==> src/rtl/ssp_pkg.sv <==
// Shared constants for the issue scoreboard: default widths and the
// result latencies of the instruction classes that feed in_lat.
package ssp_pkg;

  localparam int RADDR_W_DEF = 5;
  localparam int LAT_W_DEF   = 3;

  typedef enum logic [1:0] {
    OP_ALU    = 2'd0,
    OP_MUL    = 2'd1,
    OP_LOAD   = 2'd2,
    OP_BRANCH = 2'd3
  } op_class_e;

  // Cycles from issue to write-back for each instruction class.
  localparam int LAT_ALU  = 1;
  localparam int LAT_LOAD = 2;
  localparam int LAT_MUL  = 4;

endpackage

==> src/rtl/sb_reg_counter.sv <==
// Pending-write down-counter for one architectural register.
// A load wins over the decrement, the count saturates at zero, and
// busy is registered alongside the count so it tracks cnt != 0.
module sb_reg_counter #(
  parameter int LAT_W = 3
) (
  input  logic             clk1,
  input  logic             reset,
  input  logic             flush,
  input  logic             load,
  input  logic [LAT_W-1:0] load_val,
  output logic [LAT_W-1:0] cnt,
  output logic             busy
);

  logic [LAT_W-1:0] cnt_reg;
  logic [LAT_W-1:0] cnt_next;
  logic             busy_reg;

  // Next count: flush clears, load beats decrement, zero holds.
  always_comb begin
    cnt_next = cnt_reg;
    if (flush) begin
      cnt_next = '0;
    end else if (load) begin
      cnt_next = load_val;
    end else if (cnt_reg != '0) begin
      cnt_next = cnt_reg - LAT_W'(1);
    end
  end

  // State register with synchronous active-low reset.
  always_ff @(posedge clk1) begin
    if (!reset) begin
      cnt_reg  <= '0;
      busy_reg <= 1'b0;
    end else begin
      cnt_reg  <= cnt_next;
      busy_reg <= (cnt_next != '0);
    end
  end

  assign cnt  = cnt_reg;
  assign busy = busy_reg;

endmodule

==> src/rtl/issue_scoreboard.sv <==
// In-order multi-issue register scoreboard. Each register tracks the
// cycles left until its pending result is written back; an instruction
// issues only when its sources, destination and earlier bundle slots
// allow it, and every slot behind a stalled slot is held back too.
module issue_scoreboard
  import ssp_pkg::*;
#(
  parameter int ISSUE_W  = 2,
  parameter int NREG     = 1 << RADDR_W_DEF,
  parameter int LAT_W    = LAT_W_DEF,
  parameter int BYPASS   = 1,
  localparam int RADDR_W = $clog2(NREG)
) (
  input  logic                       clk1,
  input  logic                       reset,
  input  logic                       flush,
  input  logic [ISSUE_W-1:0]         in_valid,
  input  logic [ISSUE_W*RADDR_W-1:0] in_rs1,
  input  logic [ISSUE_W*RADDR_W-1:0] in_rs2,
  input  logic [ISSUE_W*RADDR_W-1:0] in_rd,
  input  logic [ISSUE_W-1:0]         in_wen,
  input  logic [ISSUE_W*LAT_W-1:0]   in_lat,
  output logic [ISSUE_W-1:0]         issue_ok,
  output logic                       stall,
  output logic [NREG-1:0]            busy_vec
);

  // A source may read a register whose count is at most this value.
  localparam logic [LAT_W-1:0] BYP = LAT_W'(BYPASS);

  logic [RADDR_W-1:0] rs1_s     [ISSUE_W];
  logic [RADDR_W-1:0] rs2_s     [ISSUE_W];
  logic [RADDR_W-1:0] rd_s      [ISSUE_W];
  logic [LAT_W-1:0]   eff_lat_s [ISSUE_W];

  logic [LAT_W-1:0]   cnt       [NREG];
  logic [NREG-1:1]    load_en;
  logic [LAT_W-1:0]   load_val  [1:NREG-1];

  // Split the flat slot buses; a zero latency still occupies one cycle.
  for (genvar gi = 0; gi < ISSUE_W; gi++) begin : g_slot
    assign rs1_s[gi] = in_rs1[gi*RADDR_W +: RADDR_W];
    assign rs2_s[gi] = in_rs2[gi*RADDR_W +: RADDR_W];
    assign rd_s[gi]  = in_rd[gi*RADDR_W +: RADDR_W];
    assign eff_lat_s[gi] = (in_lat[gi*LAT_W +: LAT_W] == '0) ?
                           LAT_W'(1) : in_lat[gi*LAT_W +: LAT_W];
  end

  // Hazard detection and in-order issue chain across the bundle.
  always_comb begin
    logic chain_ok;
    logic haz;
    chain_ok = 1'b1;
    haz      = 1'b0;
    issue_ok = '0;
    for (int k = 0; k < ISSUE_W; k++) begin
      haz = 1'b0;
      if (rs1_s[k] != '0 && cnt[rs1_s[k]] > BYP) haz = 1'b1;
      if (rs2_s[k] != '0 && cnt[rs2_s[k]] > BYP) haz = 1'b1;
      if (in_wen[k] && rd_s[k] != '0 && cnt[rd_s[k]] > eff_lat_s[k]) haz = 1'b1;
      for (int j = 0; j < k; j++) begin
        if (in_valid[j] && in_wen[j] && rd_s[j] != '0 &&
            (rs1_s[k] == rd_s[j] || rs2_s[k] == rd_s[j] || rd_s[k] == rd_s[j])) begin
          haz = 1'b1;
        end
      end
      issue_ok[k] = in_valid[k] & ~haz & chain_ok & ~flush;
      chain_ok    = chain_ok & (issue_ok[k] | ~in_valid[k]);
    end
  end

  assign stall = |(in_valid & ~issue_ok);

  // Route each issuing writer's latency to its destination counter.
  always_comb begin
    load_en = '0;
    for (int r = 1; r < NREG; r++) begin
      load_val[r] = '0;
    end
    for (int k = 0; k < ISSUE_W; k++) begin
      for (int r = 1; r < NREG; r++) begin
        if (issue_ok[k] && in_wen[k] && rd_s[k] == RADDR_W'(r)) begin
          load_en[r]  = 1'b1;
          load_val[r] = eff_lat_s[k];
        end
      end
    end
  end

  // Register 0 is hard-wired idle.
  assign cnt[0]      = '0;
  assign busy_vec[0] = 1'b0;

  for (genvar gi = 1; gi < NREG; gi++) begin : g_cnt
    sb_reg_counter #(
      .LAT_W (LAT_W)
    ) u_cnt (
      .clk1     (clk1),
      .reset    (reset),
      .flush    (flush),
      .load     (load_en[gi]),
      .load_val (load_val[gi]),
      .cnt      (cnt[gi]),
      .busy     (busy_vec[gi])
    );
  end

endmodule

==> config.mk <==
export PLATFORM = sky130hd
export DESIGN_NAME = issue_scoreboard
export DESIGN_NICKNAME = d
export VERILOG_FILES = /design/src/rtl/ssp_pkg.sv /design/src/rtl/sb_reg_counter.sv /design/src/rtl/issue_scoreboard.sv
export SDC_FILE = /design/constraint.sdc
export NUM_CORES = 1
export LEC_CHECK = 0
export ABC_CLOCK_PERIOD_IN_PS = 8200
export CORE_MARGIN = 4
export CORE_UTILIZATION = 25
export CTS_BUF_LIST = sky130_fd_sc_hd__clkbuf_8
export CTS_CLUSTER_DIAMETER = 80
export CTS_CLUSTER_SIZE = 14
export DETAILED_ROUTE_END_ITERATION = 16
export SLEW_MARGIN = 5
export SYNTH_ARGS = -nofsm -noshare
export SYNTH_HDL_FRONTEND = slang
export SYNTH_SLANG_ARGS = --single-unit
==> constraint.sdc <==
create_clock -name clk1 -period 8.2 [get_ports clk1]
set_clock_uncertainty 0.05 [all_clocks]
set_input_delay 1.64 -clock clk1 [delete_from_list [all_inputs] [get_ports clk1]]
set_output_delay 1.64 -clock clk1 [all_outputs]
set_load 0.02 [all_outputs]
======== Yosys cells after proc, flatten, opt, wreduce, memory -nomap -nowiden ========
Index checks and enable logic that the tools add are counted.
word-level totals
  register bits ........................... 124
  bits of input ports ..................... 43
  output and inout bits ................... 35
  logic and storage cells ................. 580
cells by class
  add/sub/neg operators ................... 31
  magnitude comparators ................... 12
  equal/unequal tests ..................... 65
  mux-type cells .......................... 244
  bitwise logic cells ..................... 18
  reductions and logical operators ........ 148
operators by type and width
  kind                                                       count
  2-to-1 mux 3 bit                                           169
  nonzero test 3 bit                                         62
  equality test 5 bit (second input constant)                32
  subtractor 3 x 1 -> 3 bit (second input constant)          31
  binary-select mux 3 bit (select 5 bit)                     6
  equality test 5 x 4 -> 1 bit (second input constant)       16
  logical AND 1 bit                                          75
  2-to-1 mux 1 bit                                           69
  equality test 5 x 3 -> 1 bit (second input constant)       8
  greater-or-equal comparator 6 bit (second input constant)  6
  NOT 5 -> 6 bit                                             6
  nonzero test 5 bit                                         6
  equality test 5 x 2 -> 1 bit (second input constant)       4
  equality test 5 bit                                        3
  > comparator 3 x 1 -> 1 bit (second input constant)        4
  equality test 5 x 1 -> 1 bit (second input constant)       2
  > comparator 3 bit                                         2
  logical NOT 3 bit                                          2
  AND 1 bit                                                  5
  NOT 1 bit                                                  4
  AND 2 bit                                                  1
  logical OR 1 bit                                           2
  NOT 2 bit                                                  1
  OR reduction 2 bit                                         1
  bitwise OR 1 bit                                           1

======== Depth between registers and ports, before layout ========
  depth in word-level cells ............... 21
  mapped depth ............................ 26
  mapped depth without buffers ............ 19

======== By module ========
From an unflattened synthesis, not the netlist that was laid out.
second synthesis, totals
  cells, all modules ...................... 1,446
  area, all modules ....................... 12,624.6 µm²
by module, submodules not included
  module            times used  cells each  area an instance (µm²)  sequential area each (µm²)
  sb_reg_counter    31          21          217.7                   80.1
  issue_scoreboard  1           795         5,875.6                 0.0

======== Least setup slack after synthesis ========
No wires, ideal clock.
  path kind ............................... input -> output
  start point ............................. input port in_rd[0]
  end point ............................... output port issue_ok[0]
  arrival time ............................ 6.386 ns
  data required time ...................... 6.510 ns
  setup slack ............................. 0.124 ns
  stages on the path ...................... 17
  path buffers ............................ 7
  cells stage by stage .................... buf_2 > buf_1 > buf_1 > mux4_2 > mux4_2 > mux2_2 > ha_1 > nor2b_1 > o21a_1 > o21ai_0 > o21ai_1 > or4b_4 > buf_6 > buf_2 > buf_2 > buf_1 > nor2_1
between the ends
  cells in the longest elaborated chain, start to end .. 10
  elaborated cells on any way between the ends .. 12
  those cells by class .................... 1 x order compare; 4 x mux; 4 x bitwise; 3 x reduce/logical
RTL lines
  item                                                  RTL line                text
  start: declaration                                    issue_scoreboard.sv:20  input logic [ISSUE_W*RADDR_W-1:0] in_rd,
  NOT 5 -> 6 bit (implied by the code)                  issue_scoreboard.sv:60  if (in_wen[k] && rd_s[k] != '0 && cnt[rd_s[k]] > eff_lat_s[k]) haz = 1'b1;
  binary-select mux 3 bit (select 5 bit)                issue_scoreboard.sv:60
  2-to-1 mux 3 bit (implied by the code) (2 in series)  issue_scoreboard.sv:60
  > comparator 3 bit                                    issue_scoreboard.sv:60
  logical AND 1 bit (*)                                 issue_scoreboard.sv:60
  2-to-1 mux 1 bit (*)                                  issue_scoreboard.sv:60
  NOT 1 bit (*)                                         issue_scoreboard.sv:67  issue_ok[k] = in_valid[k] & ~haz & chain_ok & ~flush;
  AND 1 bit (*) (2 in series)                           issue_scoreboard.sv:67
  end: declaration                                      issue_scoreboard.sv:23  output logic [ISSUE_W-1:0] issue_ok,
Mark *: on every way between the ends. The rest lies on a longest branch, timed or not. The select of a mux whose other input is x is not followed.

======== Final worst setup path ========
Same ends and word-level chain as after synthesis.

==> results_tabular.tex <==
\begin{tabular}{lr}
\hline
Metric & Value \\
\hline
\multicolumn{2}{l}{\textbf{Run status}} \\
Result of the run & completed \\
\multicolumn{2}{l}{\textbf{Finish}} \\
Most frequent cells in the layout & sky130\_fd\_sc\_hd\_\_nor2\_1 (138), sky130\_fd\_sc\_hd\_\_dfxtp\_1 (124), sky130\_fd\_sc\_hd\_\_inv\_1 (103) \\
Area grow syn2layout & 13.7\% \\
Fill cells & 5227 \\
Area occupied by registers & 2480 sq um \\
Max reg flops & 93 \\
\# nets final & 1561 \\
Multi-input combinational cell area & 8820 sq um \\
Final std cell area, no fill & 14100 sq um \\
Most common cell after layout, fill and taps aside & sky130\_fd\_sc\_hd\_\_nor2\_1 \\
Fraction of layout cells with a size suffix above 1 & 17.4\% \\
Ant diodes & 0 \\
\multicolumn{2}{l}{\textbf{Timing}} \\
Total negative slack for setup checks & 0 ns \\
Final Worst Setup Slack & 0.456 ns \\
Worst slew pin tran & 0.942 ns \\
Final Hold Fails & 0 \\
Final Max Tran Viols & 0 \\
Fmax achieved & 0.129 GHz \\
Setup violation total in the final timing report & 0 \\
Period minus WS final & 7.74 ns \\
Unrepaired setup endpoints after global routing & no \\
Worst slew margin relative to its limit & 36.4\% \\
Final cycle utilization of the critical path & 94.4\% \\
\multicolumn{2}{l}{\textbf{Critical path}} \\
Element type at the critical path start & input port \\
Critical Path Slowest Stage Cell & sky130\_fd\_sc\_hd\_\_clkdlybuf4s50\_1 \\
Worst path most repeated cell & sky130\_fd\_sc\_hd\_\_mux4\_2 \\
Critical path class & in2out \\
Crit path capture type & output pin \\
Worst path arrival time & 6.05 ns \\
Critical path buffers and inverters & 2 \\
Critical path required time & 6.51 ns \\
Crit-path max cell delay & 0.67 ns \\
Cell chain of the critical path & buf\_2 > mux4\_2 > mux4\_2 > mux2\_2 > ha\_1 > nor2b\_1 > o21a\_1 > o21ai\_0 > o21ai\_1 > or4b\_4 > nor2\_1 > clkdlybuf4s50\_1 \\
Largest fanout on the critical path & 28 \\
Crit path max-delay family & multiplexers \\
\multicolumn{2}{l}{\textbf{CTS}} \\
Worst-skew pair later-pin latency & 0.49 ns \\
CTS clock-pin slew for the worst setup and hold paths & 0.07 ns \\
Root Driver & sky130\_fd\_sc\_hd\_\_clkbuf\_8 \\
TritonCTS clock tree & yes \\
Maximum buffer depth of the clock tree & 2 \\
Number of hold buffers added after cts & 0 \\
\# clock sinks & 124 \\
H-tree depth & 4 \\
CTS buffer count & 17 \\
Post\_cts resized & 0 \\
Postcts setup bufs & 0 \\
\multicolumn{2}{l}{\textbf{Synth}} \\
Synth Warn \# & 0 \\
Nets in the synthesized netlist & 1553 \\
Most used flip-flop cell after synthesis & sky130\_fd\_sc\_hd\_\_dfxtp\_1 \\
Sequential share of the synthesized area & 20.0\% \\
Post-synth EDFFs & 0 \\
\#FFs+latches synth & 124 \\
Mean area per synthesized cell & 8.61 sq um \\
Proportion of register bits with asynchronous set or reset after synthesis & 0\% \\
Number of distinct library cells after synthesis & 86 \\
Number of instances in the synthesized netlist & 1442 \\
Post-synth design cell area & 12400 sq um \\
\multicolumn{2}{l}{\textbf{Die}} \\
Die area & 53300 sq um \\
Core Footprint & 49100 sq um \\
Initial core utilization & 25.3\% \\
Row count & 81 \\
Vert. Die Dim & 231 um \\
I/O pin cnt & 78 \\
Horiz. Die Dim & 231 um \\
\multicolumn{2}{l}{\textbf{Detailed routing}} \\
Initial drt markers & 1767 \\
Wirelength per Cell & 24.6 um \\
Routed wire length & 52.4 mm \\
Average via count per standard cell & 5.71 \\
Number of search-and-repair iterations in the first detailed-routing pass & 6 \\
Via count & 12149 \\
Remaining DRCs & 0 \\
Antenna violation net count after detailed routing & 0 \\
\multicolumn{2}{l}{\textbf{Hold path}} \\
Worst min-delay path class & reg2reg \\
\multicolumn{2}{l}{\textbf{Power and ir drop}} \\
IR Drop Worst-Case VDD & 0.0912 mV \\
Lkg Pwr & 5.28 nW \\
Power Dens Cells & 121 nW/um\^{}2 \\
\multicolumn{2}{l}{\textbf{Place}} \\
Half-perimeter wire length of the detailed placement result & 39.3 mm \\
Placement Setup Slack & 0.477 ns \\
Post-Place Cell Area & 13700 sq um \\
Final Wtd Congestion & 1.01 \\
Buffers on Ports & 76 \\
\multicolumn{2}{l}{\textbf{Global routing}} \\
Antenna violations before repair & 4 \\
Via count of the first global-routing pass & 11994 \\
Maximum number of pins on one net before global-route repair & 84 \\
Wire length of the first global-routing pass & 78.0 mm \\
Gr usage total & 19.4\% \\
Global route overflow & 0 \\
\multicolumn{2}{l}{\textbf{Flow run}} \\
Max capacitance violation total & 0 \\
\hline
\end{tabular}
==> metal layers <==
layer  vias up  global-route usage (%)  wire length, um
met2       816                    29.0            22100
met1      5864                    25.2            21200
met3       184                    5.43             5870
met5         -                       0                7
li1       5283                       -                -
met4         2                    10.4             3180
==> stage by stage <==
stage	std cells	power [W]	hold slack, ns	utilization (%)
2_1_floorplan	1442	0.000949	0.550	-
6_report	2127	0.00171	0.648	28.8
3_3_place_gp	2095	0.00110	0.617	27.9
3_5_place_dp	2095	0.00111	0.617	27.9
4_1_cts	2127	0.00172	0.634	28.8
5_1_grt	2127	0.00178	0.673	28.8
==> logic make-up after synthesis <==
group           Yosys count  synth area share (%)
mux                     197                  23.0
fa+ha+maj                68                  6.85
compound gates          288                  16.6
simple gates            473                  21.0
flops                   124                  20.0
buf+inv                 245                  9.20
xor+xnor                 46                  3.25
other cells               1                0.0302
==> synth_stat cells (all sizes together), types with 16 or more instances <==
cell    count  area, sq um
a211o      17          149
o31ai      27          203
inv       104          390
dfxtp     124         2480
clkbuf     65          245
a41oi      27          236
mux2i      90          901
buf        75          503
nand2b     39          244
nor4       54          539
nand4      19          131
xnor2      37          324
mux2       41          465
a21oi      48          244
nor3       37          185
ha         68          851
o21a       16          120
mux4       66         1490
nand2      85          322
nand3      24          120
and2       25          156
o21ai      60          312
nor2      138          518
==> worst paths after layout <==
| check | cells after the start | from | slack, ns | to |
|---|---|---|---|---|
| max | 12 | in_rd[0] | 0.46 | issue_ok[0] |
| min | 3 | g_cnt[4].u_cnt.cnt[0] | 0.65 | g_cnt[4].u_cnt.cnt[0] |
| max reg2reg | 14 | g_cnt[12].u_cnt.cnt[1] | 2.72 | g_cnt[4].u_cnt.busy |
| min reg2reg | 3 | g_cnt[4].u_cnt.cnt[0] | 0.65 | g_cnt[4].u_cnt.cnt[0] |
==> worst register-to-register path: cells and delay by family, from the launching register on <==
kind | cells | cell delay [ns]
compound gates | 6 | 1.72
fa+ha+maj | 1 | 0.28
simple gates | 3 | 1.30
flops | 1 | 0.47
buf+inv | 1 | 0.27
mux | 3 | 1.25
==> final cells by class <==
type,count,share of cell area (%)
Clock buffer,19,1.85
Clock inverter,13,1.17
Inverter,105,2.79
Multi-Input combinational cell,1073,62.4
Sequential cell,124,17.6
Tap cell,664,5.88
Timing Repair Buffer,129,8.28
==> where the power goes <==
group | internal, W | total [W] | switching, W
sequential | 0.000620 | 0.000642 | 0.0000227
combinational | 0.000172 | 0.000465 | 0.000293
clock | 0.000317 | 0.000600 | 0.000283
Power figures use the tool's default switching activity.
